===== src/rtl/mem_stage_pkg.sv =====
// -----------------------------------------------------------------------------
// mem_stage_pkg
// Shared definitions for the memory-stage controller and its MEM/WB segment:
//   - state_e        : controller FSM states (IDLE, REQ)
//   - TIMEOUT_DEFAULT: default REQ-cycle limit for the optional watchdog
//   - wb_ctrl_t      : writeback control bundle (PCSrc, RegWrite, MemtoReg)
//   - WB_CTRL_BUBBLE : control bundle value for an inserted bubble
// -----------------------------------------------------------------------------
package mem_stage_pkg;

    localparam int unsigned TIMEOUT_DEFAULT = 15;

    typedef enum logic [0:0] {
        ST_IDLE = 1'b0,
        ST_REQ  = 1'b1
    } state_e;

    typedef struct packed {
        logic pcsrc;
        logic regwrite;
        logic memtoreg;
    } wb_ctrl_t;

    localparam wb_ctrl_t WB_CTRL_BUBBLE = '{pcsrc: 1'b0, regwrite: 1'b0, memtoreg: 1'b0};

endpackage


===== src/rtl/mem_stage_ctrl_if.sv =====
// -----------------------------------------------------------------------------
// mem_stage_ctrl_if
// Request/acknowledge bus between the memory-stage controller and the data
// memory.
//   dmem_req   : access request (master -> slave)
//   dmem_we    : write strobe, valid with dmem_req
//   dmem_addr  : access address
//   dmem_wdata : store data
//   dmem_ack   : access complete (slave -> master), dmem_rdata valid same cycle
//   dmem_rdata : load data
// Modports: master (controller side), slave (memory side).
// -----------------------------------------------------------------------------
interface mem_stage_ctrl_if #(
    parameter int unsigned DATA_W = 32
);

    logic              dmem_req;
    logic              dmem_we;
    logic [DATA_W-1:0] dmem_addr;
    logic [DATA_W-1:0] dmem_wdata;
    logic              dmem_ack;
    logic [DATA_W-1:0] dmem_rdata;

    modport master (
        output dmem_req,
        output dmem_we,
        output dmem_addr,
        output dmem_wdata,
        input  dmem_ack,
        input  dmem_rdata
    );

    modport slave (
        input  dmem_req,
        input  dmem_we,
        input  dmem_addr,
        input  dmem_wdata,
        output dmem_ack,
        output dmem_rdata
    );

endinterface


===== src/rtl/segment_mem_wb.sv =====
// -----------------------------------------------------------------------------
// segment_mem_wb
// MEM/WB segment register, updated on the falling clock edge.
//   clk, rst   : clock (falling edge active), asynchronous active-high reset
//   load       : capture all inputs at the next falling edge
//   bubble     : clear the control bundle, hold the data fields
//   ctrl_in    : writeback control bundle
//   wa3_in     : destination register
//   alu_in     : ALU result / address
//   rd_in      : load data
//   ctrl_out, wa3_out, alu_out, rd_out : registered segment outputs
// bubble takes priority over load; with neither asserted the segment holds.
// -----------------------------------------------------------------------------
module segment_mem_wb
    import mem_stage_pkg::*;
#(
    parameter int unsigned DATA_W = 32,
    parameter int unsigned REG_AW = 4
) (
    input  logic              clk,
    input  logic              rst,
    input  logic              load,
    input  logic              bubble,
    input  wb_ctrl_t          ctrl_in,
    input  logic [REG_AW-1:0] wa3_in,
    input  logic [DATA_W-1:0] alu_in,
    input  logic [DATA_W-1:0] rd_in,
    output wb_ctrl_t          ctrl_out,
    output logic [REG_AW-1:0] wa3_out,
    output logic [DATA_W-1:0] alu_out,
    output logic [DATA_W-1:0] rd_out
);

    wb_ctrl_t          ctrl_d, ctrl_q;
    logic [REG_AW-1:0] wa3_d,  wa3_q;
    logic [DATA_W-1:0] alu_d,  alu_q;
    logic [DATA_W-1:0] rd_d,   rd_q;

    always_comb begin
        ctrl_d = ctrl_q;
        wa3_d  = wa3_q;
        alu_d  = alu_q;
        rd_d   = rd_q;
        if (bubble) begin
            ctrl_d = WB_CTRL_BUBBLE;
        end else if (load) begin
            ctrl_d = ctrl_in;
            wa3_d  = wa3_in;
            alu_d  = alu_in;
            rd_d   = rd_in;
        end
    end

    always_ff @(negedge clk or posedge rst) begin
        if (rst) begin
            ctrl_q <= WB_CTRL_BUBBLE;
            wa3_q  <= '0;
            alu_q  <= '0;
            rd_q   <= '0;
        end else begin
            ctrl_q <= ctrl_d;
            wa3_q  <= wa3_d;
            alu_q  <= alu_d;
            rd_q   <= rd_d;
        end
    end

    assign ctrl_out = ctrl_q;
    assign wa3_out  = wa3_q;
    assign alu_out  = alu_q;
    assign rd_out   = rd_q;

endmodule


===== src/rtl/mem_stage_ctrl.sv =====
// -----------------------------------------------------------------------------
// mem_stage_ctrl
// Memory-stage controller: takes the EX/MEM segment outputs, runs a
// request/acknowledge access to a variable-latency data memory, stalls the
// upstream pipeline while an access is outstanding and drives the MEM/WB
// segment. Non-memory instructions pass through with one-cycle latency.
//
// Ports:
//   clk, rst          : clock (state updates on falling edge), async reset
//   PCSrcM, RegWriteM, MemtoRegM, MemWriteM : EX/MEM control
//   ALUOutM           : address or ALU result
//   WriteDataM        : store data
//   WA3M              : destination register
//   dmem              : data-memory bus (mem_stage_ctrl_if.master)
//   StallM            : hold IF..EX/MEM segments
//   PCSrcW, RegWriteW, MemtoRegW, ReadDataW, ALUOutW, WA3W : MEM/WB outputs
//   mem_err           : sticky access-timeout flag
//
// Build option:
//   MEM_TIMEOUT_EN : enables the REQ watchdog. After TIMEOUT REQ cycles
//                    without ack the access is abandoned, a bubble is sent to
//                    writeback and mem_err is set until reset. Without it,
//                    REQ waits indefinitely and mem_err is constant 0.
// -----------------------------------------------------------------------------
module mem_stage_ctrl
    import mem_stage_pkg::*;
#(
    parameter int unsigned DATA_W  = 32,
    parameter int unsigned REG_AW  = 4,
    parameter int unsigned TIMEOUT = TIMEOUT_DEFAULT
) (
    input  logic              clk,
    input  logic              rst,
    input  logic              PCSrcM,
    input  logic              RegWriteM,
    input  logic              MemtoRegM,
    input  logic              MemWriteM,
    input  logic [DATA_W-1:0] ALUOutM,
    input  logic [DATA_W-1:0] WriteDataM,
    input  logic [REG_AW-1:0] WA3M,
    mem_stage_ctrl_if.master  dmem,
    output logic              StallM,
    output logic              PCSrcW,
    output logic              RegWriteW,
    output logic              MemtoRegW,
    output logic [DATA_W-1:0] ReadDataW,
    output logic [DATA_W-1:0] ALUOutW,
    output logic [REG_AW-1:0] WA3W,
    output logic              mem_err
);

    if (TIMEOUT < 2 || TIMEOUT > 255) begin : g_bad_timeout
        $error("mem_stage_ctrl: TIMEOUT must be in 2..255");
    end

    state_e            state_d, state_q;
    logic              mem_op;
    logic              in_req;
    logic              ack;
    logic              tmo_hit;
    logic              stall;
    logic              seg_load;
    logic              seg_bubble;
    logic              rd_sel_mem;
    logic [DATA_W-1:0] rd_in;
    wb_ctrl_t          ctrl_m;
    wb_ctrl_t          ctrl_w;

    assign mem_op = MemtoRegM | MemWriteM;
    assign in_req = (state_q == ST_REQ);
    // An ack is only meaningful while a request is outstanding.
    assign ack    = in_req & dmem.dmem_ack;

`ifdef MEM_TIMEOUT_EN
    localparam logic [7:0] TMO_LAST = 8'(TIMEOUT - 1);

    logic [7:0] cnt_d, cnt_q;
    logic       err_d, err_q;

    // cnt_q holds the number of completed REQ cycles; it is zeroed while in
    // IDLE so every REQ entry starts from zero.
    assign tmo_hit = in_req & (cnt_q == TMO_LAST);

    always_comb begin
        cnt_d = (state_q == ST_IDLE) ? '0 : cnt_q + 8'd1;
        err_d = err_q | (tmo_hit & ~ack);
    end

    always_ff @(negedge clk or posedge rst) begin
        if (rst) begin
            cnt_q <= '0;
            err_q <= 1'b0;
        end else begin
            cnt_q <= cnt_d;
            err_q <= err_d;
        end
    end

    assign mem_err = err_q;
`else
    assign tmo_hit = 1'b0;
    assign mem_err = 1'b0;
`endif

    // ack has priority over the watchdog limit in the same cycle.
    always_comb begin
        state_d    = state_q;
        stall      = 1'b0;
        seg_load   = 1'b0;
        seg_bubble = 1'b0;
        rd_sel_mem = 1'b0;
        case (state_q)
            ST_IDLE: begin
                if (mem_op) begin
                    stall      = 1'b1;
                    seg_bubble = 1'b1;
                    state_d    = ST_REQ;
                end else begin
                    seg_load   = 1'b1;
                end
            end
            ST_REQ: begin
                if (ack) begin
                    seg_load   = 1'b1;
                    rd_sel_mem = MemtoRegM;
                    state_d    = ST_IDLE;
                end else if (tmo_hit) begin
                    seg_bubble = 1'b1;
                    state_d    = ST_IDLE;
                end else begin
                    stall      = 1'b1;
                end
            end
            default: state_d = ST_IDLE;
        endcase
    end

    always_ff @(negedge clk or posedge rst) begin
        if (rst) begin
            state_q <= ST_IDLE;
        end else begin
            state_q <= state_d;
        end
    end

    // StallM is decoded from M inputs in IDLE, so it is forced low while
    // reset is asserted rather than relying on the state register alone.
    assign StallM = stall & ~rst;

    assign dmem.dmem_req   = in_req;
    assign dmem.dmem_we    = in_req & MemWriteM;
    assign dmem.dmem_addr  = in_req ? ALUOutM    : '0;
    assign dmem.dmem_wdata = in_req ? WriteDataM : '0;

    assign ctrl_m = '{pcsrc: PCSrcM, regwrite: RegWriteM, memtoreg: MemtoRegM};
    assign rd_in  = rd_sel_mem ? dmem.dmem_rdata : '0;

    segment_mem_wb #(
        .DATA_W (DATA_W),
        .REG_AW (REG_AW)
    ) u_seg (
        .clk      (clk),
        .rst      (rst),
        .load     (seg_load),
        .bubble   (seg_bubble),
        .ctrl_in  (ctrl_m),
        .wa3_in   (WA3M),
        .alu_in   (ALUOutM),
        .rd_in    (rd_in),
        .ctrl_out (ctrl_w),
        .wa3_out  (WA3W),
        .alu_out  (ALUOutW),
        .rd_out   (ReadDataW)
    );

    assign PCSrcW    = ctrl_w.pcsrc;
    assign RegWriteW = ctrl_w.regwrite;
    assign MemtoRegW = ctrl_w.memtoreg;

endmodule


===== src/flat_wrapper.sv =====
// flat-port wrapper written by rule: the top's interface ports become plain ports
module mem_stage_ctrl_flat import mem_stage_pkg::*;
#(
    parameter int unsigned DATA_W  = 32,
    parameter int unsigned REG_AW  = 4,
    parameter int unsigned TIMEOUT = TIMEOUT_DEFAULT
)
  (clk, rst, PCSrcM, RegWriteM, MemtoRegM, MemWriteM, ALUOutM, WriteDataM, WA3M, StallM, PCSrcW, RegWriteW, MemtoRegW, ReadDataW, ALUOutW, WA3W, mem_err, dmem_dmem_req, dmem_dmem_we, dmem_dmem_addr, dmem_dmem_wdata, dmem_dmem_ack, dmem_dmem_rdata);
  mem_stage_ctrl_if #(.DATA_W(DATA_W)) dmem_i ();
  input  logic clk;
  input  logic rst;
  input  logic PCSrcM;
  input  logic RegWriteM;
  input  logic MemtoRegM;
  input  logic MemWriteM;
  input  logic [DATA_W-1:0] ALUOutM;
  input  logic [DATA_W-1:0] WriteDataM;
  input  logic [REG_AW-1:0] WA3M;
  output logic StallM;
  output logic PCSrcW;
  output logic RegWriteW;
  output logic MemtoRegW;
  output logic [DATA_W-1:0] ReadDataW;
  output logic [DATA_W-1:0] ALUOutW;
  output logic [REG_AW-1:0] WA3W;
  output logic mem_err;
  output wire logic [$bits(dmem_i.dmem_req)-1:0] dmem_dmem_req;
  output wire logic [$bits(dmem_i.dmem_we)-1:0] dmem_dmem_we;
  output wire logic [$bits(dmem_i.dmem_addr)-1:0] dmem_dmem_addr;
  output wire logic [$bits(dmem_i.dmem_wdata)-1:0] dmem_dmem_wdata;
  input wire logic [$bits(dmem_i.dmem_ack)-1:0] dmem_dmem_ack;
  input wire logic [$bits(dmem_i.dmem_rdata)-1:0] dmem_dmem_rdata;
  assign dmem_dmem_req = dmem_i.dmem_req;
  assign dmem_dmem_we = dmem_i.dmem_we;
  assign dmem_dmem_addr = dmem_i.dmem_addr;
  assign dmem_dmem_wdata = dmem_i.dmem_wdata;
  assign dmem_i.dmem_ack = dmem_dmem_ack;
  assign dmem_i.dmem_rdata = dmem_dmem_rdata;
  mem_stage_ctrl #(.DATA_W(DATA_W), .REG_AW(REG_AW), .TIMEOUT(TIMEOUT)) u_core (.clk(clk), .rst(rst), .PCSrcM(PCSrcM), .RegWriteM(RegWriteM), .MemtoRegM(MemtoRegM), .MemWriteM(MemWriteM), .ALUOutM(ALUOutM), .WriteDataM(WriteDataM), .WA3M(WA3M), .dmem(dmem_i), .StallM(StallM), .PCSrcW(PCSrcW), .RegWriteW(RegWriteW), .MemtoRegW(MemtoRegW), .ReadDataW(ReadDataW), .ALUOutW(ALUOutW), .WA3W(WA3W), .mem_err(mem_err));
endmodule

===== config.mk =====
export PLATFORM = sky130hd
export DESIGN_NAME = mem_stage_ctrl_flat
export DESIGN_NICKNAME = d
export VERILOG_FILES = /design/src/rtl/mem_stage_pkg.sv /design/src/rtl/mem_stage_ctrl_if.sv /design/src/rtl/segment_mem_wb.sv /design/src/rtl/mem_stage_ctrl.sv /design/src/flat_wrapper.sv
export SDC_FILE = /design/constraint.sdc
export NUM_CORES = 1
export LEC_CHECK = 0
export CAP_MARGIN = 10
export CORE_UTILIZATION = 36
export CTS_BUF_LIST = sky130_fd_sc_hd__clkbuf_8 sky130_fd_sc_hd__clkbuf_16
export DETAILED_ROUTE_END_ITERATION = 12
export PLACE_DENSITY_LB_ADDON = 0.05
export SLEW_MARGIN = 0
export SYNTH_ARGS = -nofsm -noshare
export SYNTH_HDL_FRONTEND = slang
export SYNTH_SLANG_ARGS = --single-unit

===== constraint.sdc =====
create_clock -name clk -period 2.45 [get_ports clk]
set_input_delay 0.245 -clock clk [delete_from_list [all_inputs] [get_ports clk]]
set_output_delay 0.245 -clock clk [all_outputs]
set_load 0.05 [all_outputs]

==> results of run 1 <==
-- power by group --
| group | internal (W) | switching [W] | leakage (nW) | total, W |
|---|---|---|---|---|
| registers | 0.00141 | 0.000284 | 0.879 | 0.00170 |
| logic | 0.00197 | 0.00194 | 3.05 | 0.00390 |
| clock network | 0.000597 | 0.000564 | 0.110 | 0.00116 |
-- cells in the mapped netlist --
| cell type | number | area share [%] |
|---|---|---|
| buf_6 | 1 | 0.32 |
| o21a_1 | 1 | 0.21 |
| mux2_1 | 20 | 6.4 |
| mux2_2 | 18 | 5.7 |
| nand2b_1 | 11 | 1.9 |
| o221ai_1 | 21 | 5.2 |
| clkbuf_1 | 21 | 2.2 |
| nor2_1 | 2 | 0.21 |
| and2_1 | 66 | 12 |
| or2_4 | 1 | 0.25 |
| conb_1 | 1 | 0.11 |
| o21ai_2 | 1 | 0.25 |
| buf_8 | 2 | 0.85 |
| nand2_1 | 79 | 8.4 |
| buf_1 | 2 | 0.21 |
| inv_1 | 2 | 0.21 |
| buf_4 | 2 | 0.42 |
| dfrtn_1 | 72 | 51 |
| buf_2 | 3 | 0.42 |
| o21ai_0 | 2 | 0.28 |
| nor2b_1 | 1 | 0.18 |
| a21oi_1 | 11 | 1.6 |
| o21ba_2 | 1 | 0.28 |
| a31oi_1 | 11 | 1.9 |
-- per-layer routing --
layer | wire length (µm) | vias up | global-route usage [%]
met5 | 0 | - | 0
met3 | 2440 | 166 | 13.0
met2 | 11900 | 422 | 67.0
met4 | 2200 | 0 | 20.7
met1 | 7520 | 2295 | 36.6
li1 | - | 1816 | -
-- stage by stage --
step	cell area [µm²]	setup WS, ps	utilization (%)
after floorplan	3840	-515	-
after global placement	7850	-657	83.7
after detailed placement	7850	-696	83.7
after CTS	8640	-543	92.2
after global routing	8910	-672	95.1
final	8910	-660	95.1
-- timing repair --
item	in CTS	in global routing
gates resized for setup	52	2
endpoints found under the setup margin	168	167
hold buffers	0	0
pin swaps	6	4
gates cloned	3	6
setup buffers	43	31
-- flip-flops by register name (all words and copies together), names as in the netlist --
signal / flops
u_core.u_seg.wa3_out: 4
u_core.dmem.dmem_req: 1
u_core.u_seg.rd_out: 32
u_core.u_seg.ctrl_out: 3
u_core.u_seg.alu_out: 32
-- cell type report --
type                       count  share of cell area [%]
clock inverter                 6                   0.941
tap                          129                    1.81
inverter                       2                   0.126
sequential                    72                    20.2
multi-input combinational    247                    20.8
clock buffer                  10                    1.54
timing repair buffer         342                    54.5
-- kinds of logic (layout without fill, tap and decap cells) --
kind of cell / after synthesis / count (layout)
muxes: 38 / 38
other: 1 / 1
AOI/OAI and AO/OA: 48 / 48
buffers and inverters: 33 / 360
DFF: 72 / 72
and+or+nand+nor: 160 / 160
-- worst paths after layout --
kind	from	endpoint	slack [ps]
hold reg to reg	u_core.u_seg.alu_out[22]$_DFFE_NP0P_	u_core.u_seg.alu_out[22]$_DFFE_NP0P_	520
max in group asynchronous	rst	u_core.u_seg.rd_out[24]$_DFFE_NP0P_	490
hold / removal	u_core.u_seg.alu_out[22]$_DFFE_NP0P_	u_core.u_seg.alu_out[22]$_DFFE_NP0P_	520
setup / recovery	u_core.dmem.dmem_req$_DFF_NP0_	StallM	-660
setup reg to reg	u_core.dmem.dmem_req$_DFF_NP0_	u_core.u_seg.rd_out[29]$_DFFE_NP0P_	80
min in group asynchronous	rst	u_core.u_seg.alu_out[9]$_DFFE_NP0P_	1480
==> qor_table.md, run 1 <==
| Metric | Reported | Unit |
|:---|:---|:---|
| Number of rows in the core area | 35 | - |
| CTS H-Tree Depth | 3 | - |
| Effective utilization at floorplan | 37.8 | % |
| Max FO, Critical Path | 4 | - |
| XOR/XNOR share of the synthesized area | 0 | % |
| Synth warnings | 0 | - |
| Pin count of the biggest net entering global routing | 29 | - |
| CTS sink cnt | 72 | - |
| Clock latency on the worst-skew pair | 360 | ps |
| P_leak | 4.04 | nW |
| Cell area after synthesis | 3540 | µm² |
| DR vias/cell | 5.82 | - |
| Clock tree from TritonCTS | done | - |
| Most used cell, CP | buf_4 | - |
| Final setup violating endpoints | 164 | - |
| Number of diodes added for antenna fixing | 0 | - |
| Number of antenna violations at the first check in global routing | 0 | - |
| Final GP Congestion | 0.786 | - |
| Multi-input logic area | 1860 | µm² |
| Layout cell share with drive strength beyond 1 | 53.3 | % |
| RSZ-0062 raised after global routing | true | - |
| Boundary Pins | 246 | - |
| Adder-cell area share of the yosys netlist | 0 | % |
| Worst-path clk slew | 60 | ps |
| CTS root buf | clkbuf_8 | - |
| Fraction of synthesized area in multiplexers | 12.1 | % |
| Setup WS post-layout | -660 | ps |
| Total power density per cell area | 759 | nW/µm² |
| Dominant delay contributor by cell family on the critical path | buffers and inverters | - |
| Critical path's largest stage delay | 500 | ps |
| Final hold violation count | 0 | - |
| Worst vdd rail ir drop | 0.743 | mV |
| Most common cell after layout, fill and taps aside | buf_12 | - |
| Sequential element share of the synthesized area | 50.8 | % |
| Most frequent cells in the layout | buf_12 (149), clkdlybuf4s50_1 (103), nand2_1 (78), buf_4 (72), dfrtn_1 (72) | - |
| Cell count of the worst hold path | 1 | - |
| Final routed wirelength across all metal layers | 24100 | µm |
| Kind of critical path | reg -> out | - |
| Worst EP arrival | 2870 | ps |
| Max Root-Sink Buffers | 2 | - |
| Post-synthesis compound-gate area fraction | 9.71 | % |
| Fillcell total | 217 | - |
| Number of nets in the synthesized netlist | 459 | - |
| Die area | 10200 | µm² |
| Routed len/inst | 29.8 | µm |
| Congestion Overflow GR | 0 | - |
| Sum of negative setup slack | -47570 | ps |
| Number of iterations in the first detailed-routing pass | 7 | - |
| Via count of the first global-routing pass | 4574 | - |
| Depth of the worst register-to-register path | 10 | - |
| Power consumption | 0.00676 | W |
| Post-synthesis cell type count | 24 | - |
| Largest family of logic cells by synthesized area | simple AND/OR/NAND/NOR gates | - |
| All-layer global routing usage | 36.9 | % |
| DRC violation count after routing | 0 | - |
| Synthesized-area fraction occupied by and/or/nand/nor cells | 22.6 | % |
| Horiz. Die Dim | 101 | µm |
| Number of logic stages on the critical path including buffering | 7 | - |
| CORE AREA | 9370 | µm² |
| Slew @ Worst Pin | 512 | ps |
| Die Y-Extent | 101 | µm |
| Type of the tightest min-delay check | reg -> reg | - |
| Antenna-violating nets left | 0 | - |
| Cell count after placement | 717 | - |
| Clock Skew | 9.72 | ps |
| Final number of max-transition violations | 0 | - |
| Result of the run | finished with violations | - |
| Count of input and output buffers | 244 | - |
| Worst EP required | 2200 | ps |
| Area Growth Syn to Fin | 151 | % |
| Reg area | 1800 | µm² |
| Via count of the routed design | 4699 | - |
| Critical path, cell by cell | buf_4, nand2_4, o21ai_4, buf_12, buf_4, nor2_4, buf_8 | - |
| Relative slew slack | 65.9 | % |
| Cts bufs inserted | 9 | - |
| Number of buffer and inverter stages on the critical path | 4 | - |
| Wire length of the first global-routing pass | 27500 | µm |
| Total of flip-flops plus latches after synthesis | 72 | - |
| Violated checks | negative setup slack | - |
| NumNets Final | 781 | - |
| HPWL after detailed placement | 10800 | µm |
| Category of the worst setup path launch point | flip-flop | - |
| Max-capacitance violation count | 0 | - |
| Number of non-filler instances in the completed layout | 808 | - |
| Average cell area after synthesis | 10.1 | µm² |
| Cell type of the slowest stage on the worst timing path | dfrtn_1 | - |
| Drt first-iter violations | 361 | - |
| Hold slack | 522 | ps |
| Critical path endpoint category | primary output | - |
| Number of instances in the synthesized netlist | 352 | - |
Note: power is estimated with default switching activity, not from simulation.
==> inputs of run 2 (changes only) <==
--- a/config.mk
+++ b/config.mk
@@ -9,7 +9,10 @@
 export CORE_UTILIZATION = 36
 export CTS_BUF_LIST = sky130_fd_sc_hd__clkbuf_8 sky130_fd_sc_hd__clkbuf_16
 export DETAILED_ROUTE_END_ITERATION = 12
+export GPL_ROUTABILITY_DRIVEN = 1
+export MAX_ROUTING_LAYER = met4
 export PLACE_DENSITY_LB_ADDON = 0.05
+export SKIP_LAST_GASP = 1
 export SLEW_MARGIN = 0
 export SYNTH_ARGS = -nofsm -noshare
 export SYNTH_HDL_FRONTEND = slang
==> qor_table.md, run 2 <==
| Metric | Reported | Unit |
|:---|:---|:---|
| Result of the run | aborted with a tool error | - |
| Max Root-Sink Buffers | 2 | - |
| Cell type with the highest aggregate area in the netlist | dfrtn_1 | - |
| Post-synthesis cell type count | 24 | - |
| Average cell area after synthesis | 10.1 | µm² |
| CTS sink cnt | 72 | - |
| Number of nets in the synthesized netlist | 459 | - |
| Worst_ep grt | StallM | - |
| Area share of the largest cell type after synthesis | 50.8 | % |
| Total of flip-flops plus latches after synthesis | 72 | - |
| Halt Stage | 5_1_grt | - |
| Type of pin the worst path ends at | primary output | - |
| Die Y-Extent | 101 | µm |
| Sequential element share of the synthesized area | 50.8 | % |
| Leading register cell type out of synthesis | dfrtn_1 | - |
| Boundary Pins | 246 | - |
| Leading cell types by count after synthesis | nand2_1 (79), dfrtn_1 (72), and2_1 (66) | - |
| Asr flop ratio synth | 100 | % |
| Final GP Congestion | 0.797 | - |
| Post-synth EDFFs | 0 | - |
| Effective utilization at floorplan | 37.8 | % |
| Run Error | [ERROR DPL-0033] detailed placement checks failed during check placement. | - |
| Cell area after synthesis | 3540 | µm² |
| Most area-consuming cells after synthesis | dfrtn_1 (51%), and2_1 (12%), nand2_1 (8.4%) | - |
| Synth warnings | 0 | - |
| Count of input and output buffers | 244 | - |
| Number of hold buffers added after cts | 0 | - |
| Number of antenna violations at the first check in global routing | 0 | - |
| Pin count of the biggest net entering global routing | 29 | - |
| Horiz. Die Dim | 101 | µm |
| CTS root buf | clkbuf_8 | - |
| Number of instances in the synthesized netlist | 352 | - |
| Most used standard cell by instance count after synthesis | nand2_1 | - |
| HPWL after detailed placement | 10800 | µm |
| Cts bufs inserted | 9 | - |
| Number of rows in the core area | 35 | - |
| CTS H-Tree Depth | 3 | - |
## run 2: cell counts after synthesis
No cell type changed its count.
## run 2: cell families after synthesis
family	after synthesis	synth area share, %
other cells	1	0.106
mux	38	12.1
compound gates	48	9.71
simple gates	160	22.6
flops	72	50.8
buf+inv	33	4.66
## run 2: what timing repair did
item / 4_1_cts
setup endpoints to repair: 168
pin swaps: 4
resized for setup: 52
setup buffers: 43
cloned: 3
## run 2: through the flow
stage	cells	hold slack, ps	instance area (µm²)	setup slack [ps]	setup TNS, ps
2_1_floorplan	352	543	3840	-515	-35860
4_1_cts	779	510	8640	-543	-41390
3_3_place_gp	717	494	7850	-657	-50940
3_5_place_dp	717	503	7850	-696	-53560
==> inputs of run 3 (changes only) <==
--- a/config.mk
+++ b/config.mk
@@ -6,12 +6,10 @@
 export NUM_CORES = 1
 export LEC_CHECK = 0
 export CAP_MARGIN = 10
-export CORE_UTILIZATION = 36
-export CTS_BUF_LIST = sky130_fd_sc_hd__clkbuf_8 sky130_fd_sc_hd__clkbuf_16
+export CORE_UTILIZATION = 25
 export DETAILED_ROUTE_END_ITERATION = 12
 export GPL_ROUTABILITY_DRIVEN = 1
-export MAX_ROUTING_LAYER = met4
-export PLACE_DENSITY_LB_ADDON = 0.05
+export PLACE_DENSITY_LB_ADDON = 0.15
 export SKIP_LAST_GASP = 1
 export SLEW_MARGIN = 0
 export SYNTH_ARGS = -nofsm -noshare
==> qor_table.md, run 3 (same netlist as run 1, synthesis figures left out) <==
| Metric | Reported | Unit |
|:---|:---|:---|
| Result of the run | finished with violations | - |
| Violated checks | negative setup slack | - |
| P_leak | 4.01 | nW |
| Placed inst area | 7900 | µm² |
| Power consumption | 0.00655 | W |
| CTS H-Tree Depth | 3 | - |
| Number of hold buffers added after cts | 0 | - |
| Cell type of the slowest stage on the worst timing path | dfrtn_1 | - |
| CTS sink cnt | 72 | - |
| Number of iterations in the first detailed-routing pass | 4 | - |
| CTS root buf | clkbuf_16 | - |
| Boundary Pins | 246 | - |
| Register-to-register setup slack | 530 | ps |
| Most frequent cells in the layout | buf_12 (147), clkdlybuf4s50_1 (103), nand2_1 (78), dfrtn_1 (72), and2_4 (65) | - |
| Worst EP required | 2200 | ps |
| Antenna-violating nets left | 0 | - |
| Number of antenna violations at the first check in global routing | 0 | - |
| Kind of critical path | reg -> out | - |
| Category of the worst setup path launch point | flip-flop | - |
| Wire length of the first global-routing pass | 21600 | µm |
| Setup WS post-layout | -489 | ps |
| Drt first-iter violations | 124 | - |
| Via count of the first global-routing pass | 3820 | - |
| CORE AREA | 13800 | µm² |
| Layout cell share with drive strength beyond 1 | 52.0 | % |
| Post-layout instance area | 8980 | µm² |
| Area Growth Syn to Fin | 153 | % |
| Worst vdd rail ir drop | 0.387 | mV |
| Number of rows in the core area | 43 | - |
| Clock Skew | 5.23 | ps |
| RSZ-0062 raised after global routing | true | - |
| Max Root-Sink Buffers | 2 | - |
| NumNets Final | 764 | - |
| Final hold violation count | 0 | - |
| Most used cell, CP | buf_12 | - |
| Worst EP arrival | 2690 | ps |
| Critical path endpoint category | primary output | - |
| Critical path, cell by cell | buf_6, buf_12, clkbuf_16, and2_4, buf_12 | - |
| Max FO, Critical Path | 7 | - |
| Pin count of the biggest net entering global routing | 39 | - |
| Critical path capture point | dmem_dmem_addr[31] | - |
| Clock latency on the worst-skew pair | 340 | ps |
| Launch point of the critical path | u_core.dmem.dmem_req$_DFF_NP0_ | - |
| Fillcell total | 1031 | - |
| Origin of the critical flop-to-flop path | u_core.dmem.dmem_req$_DFF_NP0_ | - |
| Horiz. Die Dim | 121 | µm |
| Final GP Congestion | 0.711 | - |
| Number of diodes added for antenna fixing | 0 | - |
| Worst-path clk slew | 50 | ps |
| Capturing point of the worst reg2reg path | u_core.u_seg.alu_out[7]$_DFFE_NP0P_ | - |
| Depth of the worst register-to-register path | 10 | - |
| Count of input and output buffers | 244 | - |
| Final setup violating endpoints | 103 | - |
| Most common cell after layout, fill and taps aside | buf_12 | - |
| Clock tree from TritonCTS | done | - |
| Final number of max-transition violations | 0 | - |
| Die area | 14700 | µm² |
| Die Y-Extent | 121 | µm |
| Routed len/inst | 17.5 | µm |
| HPWL after detailed placement | 10200 | µm |
| Cts bufs inserted | 9 | - |
| DRC violation count after routing | 0 | - |
| Total power density per cell area | 730 | nW/µm² |
| Final routed wirelength across all metal layers | 14800 | µm |
| Max-capacitance violation count | 0 | - |
| Type of the tightest min-delay check | reg -> reg | - |
| DR vias/cell | 4.57 | - |
| Congestion Overflow GR | 0 | - |
| Effective utilization at floorplan | 25.6 | % |
| Critical path's largest stage delay | 420 | ps |
| Via count of the routed design | 3845 | - |
| All-layer global routing usage | 19.3 | % |
## run 3: cell type report
type                    instances  area, µm²  share of cell area, %
inverters                       2       11.3                  0.125
repair buffers                325       4800                   53.4
multi-input cells             247       1850                   20.6
well taps                     180        225                   2.51
clock inverters                 5       40.0                  0.446
clock buffers                  11        253                   2.82
flip-flops and latches         72       1800                   20.1
## run 3: worst max-delay path, delay by kind of cell, from the launching register on
kind,cells,cell delay (ps)
buffers and inverters,4,570
DFF,1,420
and+or+nand+nor,1,150
## run 3: stage by stage
step	hold WS (ps)	utilization, %	TNS [ps]	std cells	setup WS [ps]
3_3_place_gp	495	57.1	-52470	767	-722
6_report	502	64.9	-43200	842	-489
5_1_grt	524	64.9	-47350	842	-544
4_1_cts	505	62.6	-35380	815	-487
3_5_place_dp	501	57.1	-56550	767	-768
2_1_floorplan	543	-	-35860	352	-515
## run 3: timing repair
| item | CTS | global route |
|---|---|---|
| gates cloned | 5 | 5 |
| setup endpoints to repair | 160 | 144 |
| buffers inserted | 27 | 23 |
| pin swaps | 3 | 1 |
| gates resized for setup | 45 | 11 |
## run 3: worst min-delay path by stage
stage	start	endpoint	cells past startpoint
floorplan	rst	StallM	1
global placement	u_core.u_seg.alu_out[2]$_DFFE_NP0P_	u_core.u_seg.alu_out[2]$_DFFE_NP0P_	1
detailed placement	u_core.u_seg.alu_out[2]$_DFFE_NP0P_	u_core.u_seg.alu_out[2]$_DFFE_NP0P_	1
CTS	u_core.u_seg.alu_out[5]$_DFFE_NP0P_	u_core.u_seg.alu_out[5]$_DFFE_NP0P_	1
global route	u_core.u_seg.alu_out[31]$_DFFE_NP0P_	u_core.u_seg.alu_out[31]$_DFFE_NP0P_	1
finish	u_core.u_seg.alu_out[5]$_DFFE_NP0P_	u_core.u_seg.alu_out[5]$_DFFE_NP0P_	1
## run 3: per-layer routing
metal  share of wire, %  global-route usage, %  vias to the layer above
li1                   -                      -                     1792
met1                 39                   23.0                     1871
met2                 53                   34.8                      176
met3                7.1                   4.65                        6
met4               0.76                   4.63                        0
met5                  0                      0                        -
## run 3: power breakdown
group	total [W]	internal (W)	switching, W
Sequential	0.00165	0.00141	0.000239
Clock	0.00126	0.000746	0.000514
Combinational	0.00364	0.00193	0.00171
